**src/rtl/dmem_port_arbiter.sv**
```systemverilog
// dmem_port_arbiter
//   Shares the single data-memory port between the pipeline memory stage (M)
//   and a secondary requester (D: debug/DMA). M normally wins. D is guaranteed
//   a grant after waiting STARVE_LIMIT consecutive cycles. That grant is taken
//   by stalling the pipeline for one cycle.
//
// Parameters
//   DATA_WIDTH    data width of both requesters and the memory
//   MEM_ADDR_W    memory word-address width
//   STARVE_LIMIT  max consecutive cycles D may wait while M holds the port (>=1)
//
// Ports
//   i_clk, i_arst              clock, synchronous active-high reset
//   i_m_req/we/addr/wdata      memory-stage request
//   o_m_rdata                  M load data (combinational from i_mem_rdata)
//   o_m_stall                  hold memory stage and earlier stages
//   i_d_valid/we/addr/wdata    D request. D holds it stable while not ready.
//   o_d_ready                  D request accepted this cycle
//   o_d_rvalid, o_d_rdata      D read response, one cycle after acceptance
//   o_mem_we/addr/wdata        to memory
//   i_mem_rdata                from memory (combinational read)
//   o_stall_cnt, o_d_xfer_cnt  wrapping performance counters. They exist only
//                              when DMEM_ARB_PERF_EN is defined.
module dmem_port_arbiter #(
  parameter int DATA_WIDTH   = 64,
  parameter int MEM_ADDR_W   = 10,
  parameter int STARVE_LIMIT = 8
) (
  input  logic                  i_clk,
  input  logic                  i_arst,
  input  logic                  i_m_req,
  input  logic                  i_m_we,
  input  logic [MEM_ADDR_W-1:0] i_m_addr,
  input  logic [DATA_WIDTH-1:0] i_m_wdata,
  output logic [DATA_WIDTH-1:0] o_m_rdata,
  output logic                  o_m_stall,
  input  logic                  i_d_valid,
  input  logic                  i_d_we,
  input  logic [MEM_ADDR_W-1:0] i_d_addr,
  input  logic [DATA_WIDTH-1:0] i_d_wdata,
  output logic                  o_d_ready,
  output logic                  o_d_rvalid,
  output logic [DATA_WIDTH-1:0] o_d_rdata,
  output logic                  o_mem_we,
  output logic [MEM_ADDR_W-1:0] o_mem_addr,
  output logic [DATA_WIDTH-1:0] o_mem_wdata,
  input  logic [DATA_WIDTH-1:0] i_mem_rdata
`ifdef DMEM_ARB_PERF_EN
  ,
  output logic [31:0]           o_stall_cnt,
  output logic [31:0]           o_d_xfer_cnt
`endif
);

  localparam int CNT_W = $clog2(STARVE_LIMIT + 1);
  localparam logic [CNT_W-1:0] CNT_MAX   = CNT_W'(STARVE_LIMIT);
  localparam logic [CNT_W-1:0] CNT_FORCE = CNT_W'(STARVE_LIMIT - 1);

  typedef enum logic {
    PRIO_M,
    FORCE_D
  } state_e;

  state_e                state_q, state_d;
  logic [CNT_W-1:0]      starve_q, starve_d;
  logic                  d_grant;
  logic                  m_stall;
  logic                  d_xfer;
  logic                  d_rvalid_q, d_rvalid_d;
  logic [DATA_WIDTH-1:0] d_rdata_q, d_rdata_d;

  // Arbitration FSM. FORCE_D lasts exactly one cycle. If D withdrew its
  // request by then, M simply keeps the port and is not stalled.
  always_comb begin
    state_d = PRIO_M;
    d_grant = 1'b0;
    m_stall = 1'b0;
    unique case (state_q)
      PRIO_M: begin
        d_grant = !i_m_req && i_d_valid;
        if (i_d_valid && !d_grant && (starve_q == CNT_FORCE)) begin
          state_d = FORCE_D;
        end
      end
      FORCE_D: begin
        d_grant = i_d_valid;
        m_stall = i_m_req && i_d_valid;
      end
      default: ;
    endcase
  end

  assign d_xfer = i_d_valid && d_grant;

  // The wait counter saturates so that it never wraps back below the force threshold.
  always_comb begin
    starve_d = starve_q;
    if (!i_d_valid || d_xfer) begin
      starve_d = '0;
    end else if (starve_q != CNT_MAX) begin
      starve_d = starve_q + 1'b1;
    end
  end

  always_comb begin
    d_rvalid_d = d_xfer && !i_d_we;
    d_rdata_d  = d_rvalid_d ? i_mem_rdata : d_rdata_q;
  end

  always_ff @(posedge i_clk) begin
    if (i_arst) begin
      state_q    <= PRIO_M;
      starve_q   <= '0;
      d_rvalid_q <= 1'b0;
      d_rdata_q  <= '0;
    end else begin
      state_q    <= state_d;
      starve_q   <= starve_d;
      d_rvalid_q <= d_rvalid_d;
      d_rdata_q  <= d_rdata_d;
    end
  end

  // A stalled M store must not reach memory. The pipeline re-presents it on the next cycle.
  assign o_mem_we    = d_grant ? i_d_we    : (i_m_req && i_m_we && !m_stall);
  assign o_mem_addr  = d_grant ? i_d_addr  : i_m_addr;
  assign o_mem_wdata = d_grant ? i_d_wdata : i_m_wdata;

  assign o_m_rdata  = i_mem_rdata;
  assign o_m_stall  = m_stall;
  assign o_d_ready  = d_grant;
  assign o_d_rvalid = d_rvalid_q;
  assign o_d_rdata  = d_rdata_q;

`ifdef DMEM_ARB_PERF_EN
  logic [31:0] stall_cnt_q, stall_cnt_d;
  logic [31:0] xfer_cnt_q, xfer_cnt_d;

  always_comb begin
    stall_cnt_d = stall_cnt_q + {31'd0, m_stall};
    xfer_cnt_d  = xfer_cnt_q + {31'd0, d_xfer};
  end

  always_ff @(posedge i_clk) begin
    if (i_arst) begin
      stall_cnt_q <= '0;
      xfer_cnt_q  <= '0;
    end else begin
      stall_cnt_q <= stall_cnt_d;
      xfer_cnt_q  <= xfer_cnt_d;
    end
  end

  assign o_stall_cnt  = stall_cnt_q;
  assign o_d_xfer_cnt = xfer_cnt_q;
`endif

endmodule

```
**config.mk**
```make
export PLATFORM = sky130hd
export DESIGN_NAME = dmem_port_arbiter
export DESIGN_NICKNAME = d
export VERILOG_FILES = /design/src/rtl/dmem_port_arbiter.sv
export SDC_FILE = /design/constraint.sdc
export NUM_CORES = 1
export LEC_CHECK = 0
export ABC_AREA = 1
export BUFFER_PORTS_ARGS = -buffer_cell sky130_fd_sc_hd__buf_2
export CORE_AREA = 2 2 164 166
export CTS_CLUSTER_DIAMETER = 40
export CTS_CLUSTER_SIZE = 10
export DETAILED_ROUTE_END_ITERATION = 12
export DIE_AREA = 0 0 166 168
export PLACE_DENSITY = 0.46
export SETUP_SLACK_MARGIN = 0.3
export SYNTH_ARGS = -nofsm -noshare
export SYNTH_HDL_FRONTEND = slang
export SYNTH_SLANG_ARGS = --single-unit
export TNS_END_PERCENT = 20
```
**constraint.sdc**
```tcl
create_clock -name i_clk -period 1.6 [get_ports i_clk]
set_input_delay 0.24 -clock i_clk [delete_from_list [all_inputs] [get_ports i_clk]]
set_output_delay 0.24 -clock i_clk [all_outputs]
set_load 0.02 [all_outputs]
```
==> results of run 1 <==
## Yosys cell counts
master and instances:
buf_1 6, nor3_1 1, inv_1 201, nand2_1 356
buf_6 5, inv_2 1, buf_4 66, nand3b_1 1
nand4_1 64, nor2_1 73, o21ai_0 4, dfxtp_1 70
ha_1 2, buf_2 24, xnor2_1 1, clkbuf_1 14
nand3_1 4
## area by class of cell
type / count / area, um^2
Clock buffer: 10 / 229
Timing Repair Buffer: 451 / 3170
Multi-Input combinational cell: 506 / 2590
Antenna cell: 3 / 7.51
Fill cell: 2956 / 17700
Inverter: 202 / 771
Clock inverter: 6 / 93.8
Tap cell: 341 / 427
Sequential cell: 70 / 1400
## where the power goes
group / switching [uW] / internal [uW] / total (uW)
combinational: 1340 / 960 / 2300
sequential: 38.8 / 1830 / 1870
clock: 843 / 1380 / 2220
## state kept, by name, indices dropped and copies added (netlist names)
name        flops
o_d_rdata      64
o_d_rvalid      1
starve_q        4
state_q         1
## through the flow
stage | TNS (ns) | instances
after floorplan | 0 | 893
after global placement | 0 | 1554
after detailed placement | 0 | 1554
after CTS | -10.52 | 1578
after global routing | -16.16 | 1586
final | -10.11 | 1589
## cell families (layout without fill, tap and decap cells)
group	after synthesis	after routing	synth area share
fa+ha+maj	2	2	0.00500
xor+xnor	1	1	0.00175
flops	70	70	0.280
compound gates	4	4	0.00400
buf+inv	317	669	0.301
simple gates	499	499	0.408
other cells	0	3	0
## worst min-delay path by stage
stage | from | endpoint | slack (ns) | cells past startpoint
after floorplan | i_arst | o_d_rvalid | 0.31 | 1
after global placement | i_arst | o_d_rvalid | 0.45 | 2
after detailed placement | i_arst | o_d_rvalid | 0.44 | 2
after CTS | i_arst | o_d_rvalid | 0.07 | 2
after global routing | i_arst | o_d_rvalid | 0.07 | 2
final | i_arst | o_d_rvalid | 0.09 | 2
## worst register-to-register path, cell delays in order (launching register included)
cell	delay, ns
dfxtp_2	0.33
inv_2	0.06
nand2_4	0.07
buf_4	0.21
nand3_2	0.10
buf_12	0.29
nand2_1	0.14
inv_1	0.07
nor2_1	0.04
## timing repair
action / 4_1_cts / 5_1_grt
gates cloned: 5 / 7
setup buffers: 3 / 1
pin swaps: 6 / 9
setup endpoints to repair: 140 / 143
gates resized for setup: 174 / 135
## layer usage
metal	vias to the layer above	routed length (um)
li1	3217	-
met4	0	129
met1	2814	12100
met3	10	1870
met5	-	0
met2	223	11000
==> results.sh, run 1 <==
export IMPL_setup_slack_ns=-0.175
export IMPL_num_vias=6264
export IMPL_drtIter0Drc=276
export IMPL_min_period_over_period=1.11
export IMPL_ant_nets=0
export IMPL_crit_path_start_kind="register"
export IMPL_worstSetupEndpointType="output port"
export IMPL_reg2reg_from="state_q"
export IMPL_fin_crit_ns=1.77
export IMPL_peakVddDrop_v=0.000388
export IMPL_fin_skew_ns=0.00801
export IMPL_portBuffers=423
export IMPL_cts_tree="done"
export IMPL_cts_buffers_inserted=9
export IMPL_grt_usage=0.162
export IMPL_path_max_fanout=5
export IMPL_post_route_util=0.330
export IMPL_setup_viol=75
export IMPL_start_util=0.190
export IMPL_grtUsageMet2=0.236
export IMPL_core_mm2=0.0264
export IMPL_worstSkewPairLatency_ns=0.33
export IMPL_synth_fp_nets=1113
export IMPL_dr_pass1_iters=4
export IMPL_crit_family="buffers and inverters"
export IMPL_required_ns=1.36
export IMPL_synthToLayoutAreaGrowth_pct=73.7
export IMPL_yosys_area_top_type="dfxtp_1"
export IMPL_hp_class="in -> reg"
export IMPL_grt_pass1_wl_um=34500
export IMPL_cts_clk_slew_worst_paths_ns=0.07
export IMPL_violations="negative setup slack"
export IMPL_nets=1460
export IMPL_ys_top_cells_by_area="dfxtp_1 (28%), nand2_1 (27%), inv_1 (15%), buf_4 (9.9%), nand4_1 (8.0%)"
export IMPL_rr_worst_depth=8
export IMPL_post_drt_wl_per_cell_um=15.8
export IMPL_drive_gt1_frac=0.481
export IMPL_whs_ns=0.0932
export IMPL_cp_depth=9
export IMPL_grt_use_met1=0.239
export IMPL_syn_area_mm2=0.00500
export IMPL_fin_area_mm2=0.00869
export IMPL_final_cell_mix="buf_2 (348), nand2_1 (230), inv_1 (198)"
export IMPL_die_y_um=168
export IMPL_crit_start="state_q"
export IMPL_p_leak_uw=0.00524
export IMPL_outcome="finished, violations left"
export IMPL_total_power_uw=6390
export IMPL_timing_final_hold_violations=0
export IMPL_pwr_density_cell_mw_per_mm2=735
export IMPL_fp_dieArea_mm2=0.0279
export IMPL_pre_cts_ws_ns=0.0801
export IMPL_ctsHoldBuffers=0
export IMPL_crit_top_cell="nand2_2"
export IMPL_busiest_layer="met1"
export IMPL_grt_use_met3=0.0440
export IMPL_ioPinCount=424
export IMPL_dp_hpwl_um=17800
export IMPL_avgSynthCellArea_um2=5.60
export IMPL_grt_overflow_total=0
export IMPL_slowest_stage="dfxtp_2"
export IMPL_critical_path_buf_inv_count=5
export IMPL_placed_area_mm2=0.00705
export IMPL_grt_pass1_vias=5545
export IMPL_yosysWarnings=0
export IMPL_drv_cap=0
export IMPL_antenna_found_initial=0
export IMPL_rsz0062_at_grt="yes"
export IMPL_crit_chain="inv_2 -> nand2_4 -> nand2_8 -> clkinv_8 -> buf_12 -> clkbuf_16 -> nand2_2 -> nand2_2 -> buf_6"
export IMPL_grt_max_degree=66
export IMPL_cts_buffer_depth=2
export IMPL_slowest_delay_ns=0.33
export IMPL_routed_wl_um=25100
export IMPL_worst_pin_slew_ns=0.330
export IMPL_clock_root_buffer="clkbuf_16"
export IMPL_die_w_um=166
export IMPL_rrSetupSlack_ns=0.21
export IMPL_h_tree_depth=3
export IMPL_fmax_ghz=0.563
export IMPL_synth_seq_area_share=0.280
export IMPL_cp_endpoint="o_mem_wdata[60]"
export IMPL_crit_type="reg -> out"
export IMPL_slew_headroom=0.780
export IMPL_slew_viol_final=0
export IMPL_routed_via_density=3.94
export IMPL_r2r_end="o_d_rdata[43]"
export IMPL_synthDistinctLibCells=17
export IMPL_arrival_ns=1.53
export IMPL_row_count=60
export IMPL_mostFrequentLayoutCell="buf_2"
export IMPL_drc_errors=0
export IMPL_syn_inst=893
export IMPL_cts_sinks=70
export IMPL_synth_seq_cells=70
export IMPL_netlist_area_leader_share=0.280
export IMPL_routabilityCongestion=0.785
Note: power is estimated with default switching activity, not from simulation.
==> run 2: changes to the inputs <==
- ABC_AREA: 1 -> default
- CORE_AREA: 2 2 164 166 -> 2 2 166 168
- DIE_AREA: 0 0 166 168 -> 0 0 168 170
- PLACE_DENSITY: 0.46 -> 0.43
==> run 2 against run 1 <==
The run still ends with negative setup slack left. Cell area is 12% lower. Wire length is 7.7% lower. Sequential power is 3% lower. Register-to-register slack worse by 0.02 ns. Clock skew is 0.0038 ns higher. Setup slack worse by 0.11 ns. Sequential share of layout area is 2.1 points higher. Total power is 7.7% lower. Global-route usage is 1.3 points lower. Synthesized area is 9.6% lower. Non-clock buffer count is 4 lower. Utilization is 4.2 points lower. Highest routed layer is now met5.
==> results.sh, run 2 <==
export IMPL_outcome="finished, violations left"
export IMPL_violations="negative setup slack"
export IMPL_row_count=60
export IMPL_mostFrequentLayoutCell="buf_2"
export IMPL_cts_buffers_inserted=9
export IMPL_start_util=0.170
export IMPL_worstSkewPairLatency_ns=0.34
export IMPL_yosys_cell_count_top_type="dfxtp_1"
export IMPL_drive_gt1_frac=0.676
export IMPL_timing_final_hold_violations=0
export IMPL_setup_viol=76
export IMPL_portBuffers=423
export IMPL_post_route_util=0.288
export IMPL_synth_seq_cells=70
export IMPL_fp_dieArea_mm2=0.0286
export IMPL_ys_top_cells_by_count="dfxtp_1 (70), buf_4 (66), a21oi_1 (65)"
export IMPL_routed_wl_um=23100
export IMPL_cts_buffer_depth=2
export IMPL_grt_overflow_total=0
export IMPL_ant_nets=0
export IMPL_n_fill_cell=2890
export IMPL_pwr_density_cell_mw_per_mm2=767
export IMPL_grt_usage=0.149
export IMPL_min_period_over_period=1.18
export IMPL_avgSynthCellArea_um2=9.58
export IMPL_ctsHoldBuffers=0
export IMPL_num_vias=4840
export IMPL_final_cell_mix="buf_2 (357), mux2_4 (72), dfxtp_1 (69)"
export IMPL_h_tree_depth=3
export IMPL_p_leak_uw=0.00384
export IMPL_fin_area_mm2=0.00768
export IMPL_hp_class="in -> reg"
export IMPL_cts_clk_slew_worst_paths_ns=0.06
export IMPL_synth_fp_nets=692
export IMPL_drtIter0Drc=150
export IMPL_clock_root_buffer="clkbuf_16"
export IMPL_drv_cap=0
export IMPL_path_max_fanout=11
export IMPL_setup_tns_ns=-17.82
export IMPL_dp_hpwl_um=18400
export IMPL_placed_area_mm2=0.00661
export IMPL_multi_input_area_mm2=0.00258
export IMPL_peakVddDrop_v=0.000523
export IMPL_total_power_uw=5900
export IMPL_arrival_ns=1.65
export IMPL_dr_pass1_iters=4
export IMPL_setup_slack_ns=-0.286
export IMPL_drc_errors=0
export IMPL_post_drt_wl_per_cell_um=19.7
export IMPL_ys_flop_type="dfxtp_1"
export IMPL_grt_pass1_vias=4465
export IMPL_yosys_area_top_type="dfxtp_1"
export IMPL_fin_crit_ns=1.89
export IMPL_crit_type="reg -> out"
export IMPL_required_ns=1.36
export IMPL_rsz0062_at_grt="yes"
export IMPL_slew_viol_final=0
export IMPL_syn_area_mm2=0.00452
export IMPL_die_w_um=168
export IMPL_yosysWarnings=0
export IMPL_cts_sinks=70
export IMPL_routed_via_density=4.12
export IMPL_nets=1044
export IMPL_synthToLayoutAreaGrowth_pct=69.9
export IMPL_netlist_area_leader_share=0.310
export IMPL_routabilityCongestion=0.811
export IMPL_ioPinCount=424
export IMPL_synth_seq_area_share=0.310
export IMPL_worst_pin_slew_ns=0.367
export IMPL_fin_skew_ns=0.0118
export IMPL_core_mm2=0.0267
export IMPL_fmax_ghz=0.530
export IMPL_antenna_found_initial=12
export IMPL_worstSetupEndpointType="output port"
export IMPL_synth_edff_count=0
export IMPL_syn_inst=472
export IMPL_slew_headroom=0.755
export IMPL_cts_tree="done"
export IMPL_async_flop_share=0
export IMPL_crit_path_start_kind="register"
export IMPL_largest_register_ffs=64
export IMPL_grt_pass1_wl_um=30600
export IMPL_grt_max_degree=56
export IMPL_ys_top_cells_by_area="dfxtp_1 (31%), mux2_4 (16%), or3b_1 (12%), buf_4 (11%), a21oi_1 (7.2%)"
export IMPL_seq_area_mm2=0.00140
export IMPL_die_y_um=170
export IMPL_synthDistinctLibCells=26
export IMPL_post_cts_buffers=0
## run 2: cell types whose count changed in the layout (fill, tap and decap cells not counted), sizes merged, moves of 2 or more
cell	delta
nor2	-69
a21oi	+65
inv	-199
clkbuf	-2
mux2	+74
nand3	-2
nand2b	+3
nand2	-351
nand4	-64
clkinv	-2
or3b	+64
o21ai	+60
## run 2: cell families after synthesis
logic type | after synthesis | share of synthesized area
compound gates | 130 | 0.145
buf+inv | 110 | 0.162
simple gates | 83 | 0.147
mux | 75 | 0.227
flops | 70 | 0.310
xor+xnor | 2 | 0.00387
fa+ha+maj | 2 | 0.00553
## run 2: per-stage QoR
| step | hold slack [ns] | instances | worst slack [ns] |
|---|---|---|---|
| 3_3_place_gp | 0.459 | 1148 | 0.0559 |
| 4_1_cts | 0.154 | 1166 | -0.314 |
| 6_report | 0.167 | 1174 | -0.286 |
| 3_5_place_dp | 0.463 | 1148 | 0.0347 |
| 5_1_grt | 0.159 | 1174 | -0.334 |
| 2_1_floorplan | 0.436 | 472 | 0.127 |
## run 2: layout make-up
type                    count  area share
clock inverters             5      0.0109
well taps                 341      0.0555
flip-flops and latches     70       0.183
clock buffers              11      0.0303
diodes                      4     0.00130
repair buffers            447       0.382
inverters                   3     0.00147
multi-input cells         293       0.336
## run 2: critical path, cell delays in order, from the launching register on
cell	delay [ns]
dfxtp_2	0.32
nand2b_4	0.17
nand2_8	0.15
buf_12	0.17
mux2_2	0.35
buf_2	0.16
## run 2: layer usage
layer,GRT usage,share of wire
met2,0.268,0.51
met5,0,0.0030
met4,0.0620,0.022
met1,0.157,0.37
met3,0.0553,0.091
## run 2: repair_timing
item | CTS | global route
endpoints found under the setup margin | 138 | 141
pin swaps | 61 | 82
gates cloned | 2 | 4
endpoints found under the hold margin | 0 | 0
gates resized for setup | 133 | 105
## run 2: report_power, final
| group | switching (uW) | internal, uW |
|---|---|---|
| clock network | 809 | 1370 |
| logic | 978 | 917 |
| registers | 25.4 | 1800 |
## run 2: worst paths after layout
kind / slack (ns) / endpoint / cells past startpoint / from
min reg2reg: 0.46 / o_d_rdata[33] / 2 / o_d_rdata[33]
max reg2reg: 0.19 / o_d_rdata[32] / 5 / state_q
min: 0.17 / o_d_rdata[48] / 2 / i_arst
max: -0.29 / o_mem_addr[7] / 5 / state_q
